**src/rtl/sine_voice_scheduler.sv**
```systemverilog
// Scans every voice through one sine BRAM read port per sample tick and sums the gated samples.
// Optional build macro SINE_VOICE_SCHED_NORM_EN scales the mix by the active-voice count.
module sine_voice_scheduler #(
  parameter int NUM_VOICES   = 8,
  parameter int PHASE_WIDTH  = 32,
  parameter int ADDR_WIDTH   = 8,
  parameter int DATA_WIDTH   = 8,
  parameter int READ_LATENCY = 2,
  localparam int IDX_WIDTH   = $clog2(NUM_VOICES),
  localparam int MIX_WIDTH   = DATA_WIDTH + IDX_WIDTH,
  localparam int CNT_WIDTH   = IDX_WIDTH + 1
) (
  input  logic                   clk_in,
  input  logic                   rst_in,
  input  logic                   sample_tick_in,
  input  logic [NUM_VOICES-1:0]  gate_in,
  input  logic [PHASE_WIDTH-1:0] phase_in [NUM_VOICES],
  output logic [ADDR_WIDTH-1:0]  addr_out,
  input  logic [DATA_WIDTH-1:0]  data_in,
  output logic [MIX_WIDTH-1:0]   mix_out,
  output logic [CNT_WIDTH-1:0]   active_count_out,
  output logic                   mix_valid_out,
  output logic                   busy_out,
  output logic                   overrun_out
);

  localparam int DRN_WIDTH = $clog2(READ_LATENCY + 1) + 1;
  localparam logic [IDX_WIDTH-1:0] IDX_LAST = IDX_WIDTH'(NUM_VOICES - 1);
  // One extra drain cycle lets the final accumulation settle before the output register loads.
  localparam logic [DRN_WIDTH-1:0] DRAIN_LAST = DRN_WIDTH'(READ_LATENCY);

  typedef enum logic [1:0] {
    IDLE  = 2'd0,
    ISSUE = 2'd1,
    DRAIN = 2'd2,
    DONE  = 2'd3
  } state_t;

  state_t                 state_r;
  state_t                 state_nxt_s;
  logic                   tick_accept_s;
  logic                   tick_overrun_s;
  logic                   tag_push_s;
  logic                   unused_phase_s;
  logic [IDX_WIDTH-1:0]   idx_r;
  logic [DRN_WIDTH-1:0]   drain_r;
  logic [NUM_VOICES-1:0]  snap_gate_r;
  logic [ADDR_WIDTH-1:0]  snap_addr_r [NUM_VOICES];
  logic [READ_LATENCY-1:0] tag_r;
  logic [MIX_WIDTH-1:0]   acc_r;
  logic [CNT_WIDTH-1:0]   cnt_r;

`ifdef SINE_VOICE_SCHED_NORM_EN
  function automatic logic [MIX_WIDTH-1:0] mix_result(input logic [MIX_WIDTH-1:0] sum,
                                                      input logic [CNT_WIDTH-1:0] cnt);
    int unsigned sh;
    sh = 0;
    for (int s = CNT_WIDTH; s >= 0; s--) begin
      if ((32'd1 << s) >= 32'(cnt)) begin
        sh = s;
      end else begin
        sh = sh;
      end
    end
    return sum >> sh;
  endfunction
`else
  function automatic logic [MIX_WIDTH-1:0] mix_result(input logic [MIX_WIDTH-1:0] sum,
                                                      input logic [CNT_WIDTH-1:0] cnt);
    logic unused_cnt;
    unused_cnt = ^cnt;
    return sum;
  endfunction
`endif

  // Next-state and tick classification
  always_comb begin
    state_nxt_s    = state_r;
    tick_accept_s  = 1'b0;
    tick_overrun_s = 1'b0;
    case (state_r)
      IDLE: begin
        if (sample_tick_in) begin
          state_nxt_s   = ISSUE;
          tick_accept_s = 1'b1;
        end else begin
          state_nxt_s = IDLE;
        end
      end
      ISSUE: begin
        if (idx_r == IDX_LAST) begin
          state_nxt_s = DRAIN;
        end else begin
          state_nxt_s = ISSUE;
        end
      end
      DRAIN: begin
        if (drain_r == DRAIN_LAST) begin
          state_nxt_s = DONE;
        end else begin
          state_nxt_s = DRAIN;
        end
      end
      DONE:    state_nxt_s = IDLE;
      default: state_nxt_s = IDLE;
    endcase
    if (sample_tick_in && (state_r != IDLE)) begin
      tick_overrun_s = 1'b1;
    end else begin
      tick_overrun_s = 1'b0;
    end
    if (state_r == ISSUE) begin
      tag_push_s = snap_gate_r[idx_r];
    end else begin
      tag_push_s = 1'b0;
    end
    unused_phase_s = 1'b0;
    for (int i = 0; i < NUM_VOICES; i++) begin
      unused_phase_s = unused_phase_s ^ (^phase_in[i]);
    end
  end

  // FSM state, snapshot capture, address sequencing and status flags
  always_ff @(posedge clk_in) begin
    if (rst_in) begin
      state_r     <= IDLE;
      idx_r       <= '0;
      drain_r     <= '0;
      snap_gate_r <= '0;
      for (int i = 0; i < NUM_VOICES; i++) snap_addr_r[i] <= '0;
      addr_out    <= '0;
      busy_out    <= 1'b0;
      overrun_out <= 1'b0;
    end else begin
      state_r  <= state_nxt_s;
      busy_out <= (state_nxt_s != IDLE);
      if (tick_overrun_s) overrun_out <= 1'b1;
      case (state_r)
        IDLE: begin
          if (tick_accept_s) begin
            snap_gate_r <= gate_in;
            for (int i = 0; i < NUM_VOICES; i++) begin
              snap_addr_r[i] <= phase_in[i][PHASE_WIDTH-1 -: ADDR_WIDTH];
            end
            // Voice 0 must be on the bus in the very next cycle, so bypass the snapshot.
            addr_out <= phase_in[0][PHASE_WIDTH-1 -: ADDR_WIDTH];
            idx_r    <= '0;
            drain_r  <= '0;
          end
        end
        ISSUE: begin
          if (idx_r != IDX_LAST) begin
            addr_out <= snap_addr_r[IDX_WIDTH'(idx_r + 1'b1)];
            idx_r    <= IDX_WIDTH'(idx_r + 1'b1);
          end
        end
        DRAIN:   drain_r <= DRN_WIDTH'(drain_r + 1'b1);
        DONE:    drain_r <= '0;
        default: drain_r <= '0;
      endcase
    end
  end

  // Gate-tag pipeline aligned with the BRAM read latency
  always_ff @(posedge clk_in) begin
    if (rst_in) begin
      tag_r <= '0;
    end else begin
      tag_r[0] <= tag_push_s;
      for (int i = 1; i < READ_LATENCY; i++) tag_r[i] <= tag_r[i-1];
    end
  end

  // Accumulator and active-voice counter
  always_ff @(posedge clk_in) begin
    if (rst_in) begin
      acc_r <= '0;
      cnt_r <= '0;
    end else if (tick_accept_s) begin
      acc_r <= '0;
      cnt_r <= '0;
    end else if (tag_r[READ_LATENCY-1]) begin
      acc_r <= acc_r + MIX_WIDTH'(data_in);
      cnt_r <= cnt_r + CNT_WIDTH'(1);
    end
  end

  // Result registers loaded on the DRAIN-to-DONE transition
  always_ff @(posedge clk_in) begin
    if (rst_in) begin
      mix_out          <= '0;
      active_count_out <= '0;
      mix_valid_out    <= 1'b0;
    end else begin
      mix_valid_out <= (state_r == DRAIN) && (state_nxt_s == DONE);
      if ((state_r == DRAIN) && (state_nxt_s == DONE)) begin
        mix_out          <= mix_result(acc_r, cnt_r);
        active_count_out <= cnt_r;
      end
    end
  end

endmodule

```
**config.mk**
```make
export PLATFORM = sky130hd
export DESIGN_NAME = sine_voice_scheduler
export DESIGN_NICKNAME = d
export VERILOG_FILES = /design/src/rtl/sine_voice_scheduler.sv
export SDC_FILE = /design/constraint.sdc
export NUM_CORES = 1
export LEC_CHECK = 0
export ABC_AREA = 0
export ABC_CLOCK_PERIOD_IN_PS = 3700
export CAP_MARGIN = 20
export CORE_UTILIZATION = 39
export DETAILED_ROUTE_END_ITERATION = 10
export PLACE_DENSITY = 0.86
export SLEW_MARGIN = 25
export SYNTH_ARGS = -nofsm -noshare
export SYNTH_HDL_FRONTEND = slang
export SYNTH_SLANG_ARGS = --single-unit
```
**constraint.sdc**
```tcl
create_clock -name clk_in -period 3.7 [get_ports clk_in]
set_input_delay 0.555 -clock clk_in [delete_from_list [all_inputs] [get_ports clk_in]]
set_output_delay 0.555 -clock clk_in [all_outputs]
set_load 0.05 [all_outputs]
```
==> results.json <==
{
  "ioPinCount": 301,
  "cp_slowest_cell": "ha_1",
  "nFillCells": 1138,
  "postCtsSetupBuffers": 0,
  "seq_area_mm2": 0.00310,
  "cp.depth": 7,
  "grt_pass1_wl_mm": 19.5,
  "cts_max_path_buffers": 2,
  "area_delta_synth_final_pct": 33.6,
  "grt_start_max_net_pins": 57,
  "die_y_um": 121,
  "fmax_ghz": 0.427,
  "path_cells": "buf_4 > ha_1 > mux4_2 > mux2i_1 > nand2_1 > o211ai_1 > a21oi_1",
  "mostFrequentLayoutCell": "clkdlybuf4s50_1",
  "yosysUniqueCellTypes": 48,
  "die_x_um": 121,
  "hold_viol": 0,
  "synth_area_per_cell_um2": 12.0,
  "rsz0062_at_grt": "no",
  "grt-ovfl-total": 0,
  "core_area_mm2": 0.0138,
  "antenna_found_initial": 0,
  "setup_viol": 0,
  "cap_violations": 0,
  "synthCells": 458,
  "yosys_warnings": 0,
  "clk_latency_ns": 0.42,
  "grt_pass1_vias": 3950,
  "holdPathStages": 2,
  "yosysTopAreaCell": "edfxtp_1",
  "grt_use_total": 0.178,
  "synth.area.top_cells": "edfxtp_1 (35%), dfxtp_1 (21%), mux4_2 (5.7%), and2_1 (5.6%), nand2_1 (3.8%)",
  "leakage_nw": 2.67,
  "ys_async_sr_fraction": 0,
  "fin_util": 0.531,
  "worst-path-max-fanout": 21,
  "row_count": 43,
  "worst-path-buf-inv": 1,
  "antenna_left": 0,
  "finalCriticalPeriod_ns": 2.34,
  "startpoint_type": "flop",
  "critical_path_required_ns": 4.00,
  "tns_ns": 0,
  "synth-edff-count": 64,
  "drcViolationCount": 0,
  "clk_pin_slew_ns": 0.06,
  "power_density_mw_per_mm2": 497,
  "criticalPathCategory": "reg2reg",
  "avgRoutedWirePerCell_um": 15.9,
  "portBuffers": 108,
  "multi_input_area_mm2": 0.00223,
  "wl_mm": 12.0,
  "ir_drop_mv": 0.368,
  "vias_per_cell": 5.08,
  "cp_slowest_stage_delay_ns": 0.82,
  "crit_arrival_ns": 2.64,
  "setup_ws_ns": 1.36,
  "synth-seq-cells": 123,
  "detail_route.first_pass.iterations": 4,
  "final-max-slew-violation-count": 0,
  "seq_area_frac_synth": 0.565,
  "worst_pin_slew_ns": 0.901,
  "ctsHtreeMaxLevel": 4,
  "cts_sinks": 123,
  "initial_utilization": 0.398,
  "place_hpwl_mm": 8.30,
  "cts_made_buffers": 17,
  "cts_hold_buffers": 0,
  "outcome": "finished, final reports clean",
  "power_w": 0.00365,
  "synth.net_count": 747,
  "clock_skew_ns": 0.00554,
  "post-route-period-util": 0.634,
  "root_buffer": "clkbuf_16",
  "hold_path.class": "reg2reg",
  "syn_area_mm2": 0.00550,
  "mostFrequentLayoutCells": "clkdlybuf4s50_1 (107), edfxtp_1 (64), dfxtp_1 (59), nand2_1 (56), and2_1 (49)",
  "drive_gt1_frac": 0.113,
  "crit_path_end_kind": "flop",
  "pre_cts_slack_ns": 0.955,
  "die-area_mm2": 0.0146,
  "diodes": 0,
  "synth_top_area_share": 0.350,
  "path_delay_family": "adder cells",
  "drtIter0Drc": 191,
  "place_congestion": 0.862,
  "slew_headroom": 0.397,
  "rr_worst_depth": 7,
  "cts_tree": "done",
  "synth_ff_type": "edfxtp_1",
  "vias": 3842,
  "cts_resized": 0,
  "nNetsFinal": 853
}
[synth_stat cells (2+ instances only)]
cell	number
edfxtp_1	64
dfxtp_1	59
a21o_1	4
buf_2	8
nand4_1	2
o22ai_1	2
mux4_2	14
mux2i_1	14
and2_1	49
inv_1	6
buf_4	4
xnor2_1	7
buf_6	3
nor3_1	3
o211ai_2	2
o21ai_0	5
nor2_1	19
nor2b_1	21
nand3_1	6
a21oi_2	4
a31oi_1	3
nand2_1	56
a22o_1	8
mux4_1	4
clkbuf_1	11
ha_1	13
a21oi_1	35
nand2b_1	5
o211ai_1	6
xor2_1	3
[final timing paths]
check,startpoint,end,slack [ns]
worst max-delay path,idx_r[0]$_SDFFE_PP0P_,addr_out[0]$_SDFFE_PP0P_,1.36
worst min-delay path,overrun_out$_SDFFE_PP0P_,overrun_out$_SDFFE_PP0P_,0.45
worst max register to register,idx_r[0]$_SDFFE_PP0P_,addr_out[0]$_SDFFE_PP0P_,1.36
worst min register to register,overrun_out$_SDFFE_PP0P_,overrun_out$_SDFFE_PP0P_,0.45
[power breakdown]
part / internal, W / switching [W] / total (W)
Combinational: 0.000186 / 0.000183 / 0.000369
Sequential: 0.00152 / 0.0000271 / 0.00155
Clock: 0.00113 / 0.000607 / 0.00173
Total: 0.00283 / 0.000817 / 0.00365
[per-stage QoR]
stage / hold WS, ns / cell area [µm²] / cells
5_1_grt: 0.458 / 7340 / 757
3_5_place_dp: 0.440 / 6690 / 724
4_1_cts: 0.454 / 7320 / 756
3_3_place_gp: 0.419 / 6690 / 724
2_1_floorplan: 0.414 / 5500 / 458
6_report: 0.451 / 7340 / 757
[state kept, by name, summed over array words and instances, names as in the netlist]
register and flops:
idx_r 3, snap_addr_r 64, tag_r 2, mix_valid_out 1
mix_out 11, cnt_r 4, state_r 2, acc_r 11
snap_gate_r 8, active_count_out 4, addr_out 8, drain_r 3
busy_out 1, overrun_out 1
[worst reg2reg max path: stages (launching register included)]
cell	delay (ns)
dfxtp_1	0.29
buf_4	0.24
ha_1	0.82
mux4_2	0.46
mux2i_1	0.15
nand2_1	0.07
o211ai_1	0.11
a21oi_1	0.09
[area by class of cell]
cell class,instances,area share
clock buffer,17,0.0579
sequential,123,0.423
clock inverter,15,0.0268
tap,180,0.0307
inverter,7,0.00358
multi-input combinational,301,0.303
timing repair buffer,114,0.155
[kinds of logic after synthesis]
family / after synthesis / share of synthesized area
and+or+nand+nor: 167 / 0.157
DFF: 123 / 0.565
AOI/OAI and AO/OA: 78 / 0.0952
buffers and inverters: 34 / 0.0319
muxes: 32 / 0.102
adders and majority gates: 14 / 0.0332
xor gates and xnor gates: 10 / 0.0159
[per-layer routing]
layer  GRT usage  share of wire  vias to the layer above
met5           0              0                        -
met4      0.0656          0.021                        0
met3      0.0566          0.051                       25
met2       0.287           0.48                      136
met1       0.222           0.45                     1828
li1            -              -                     1853
Note: power is estimated with default switching activity, not from simulation.
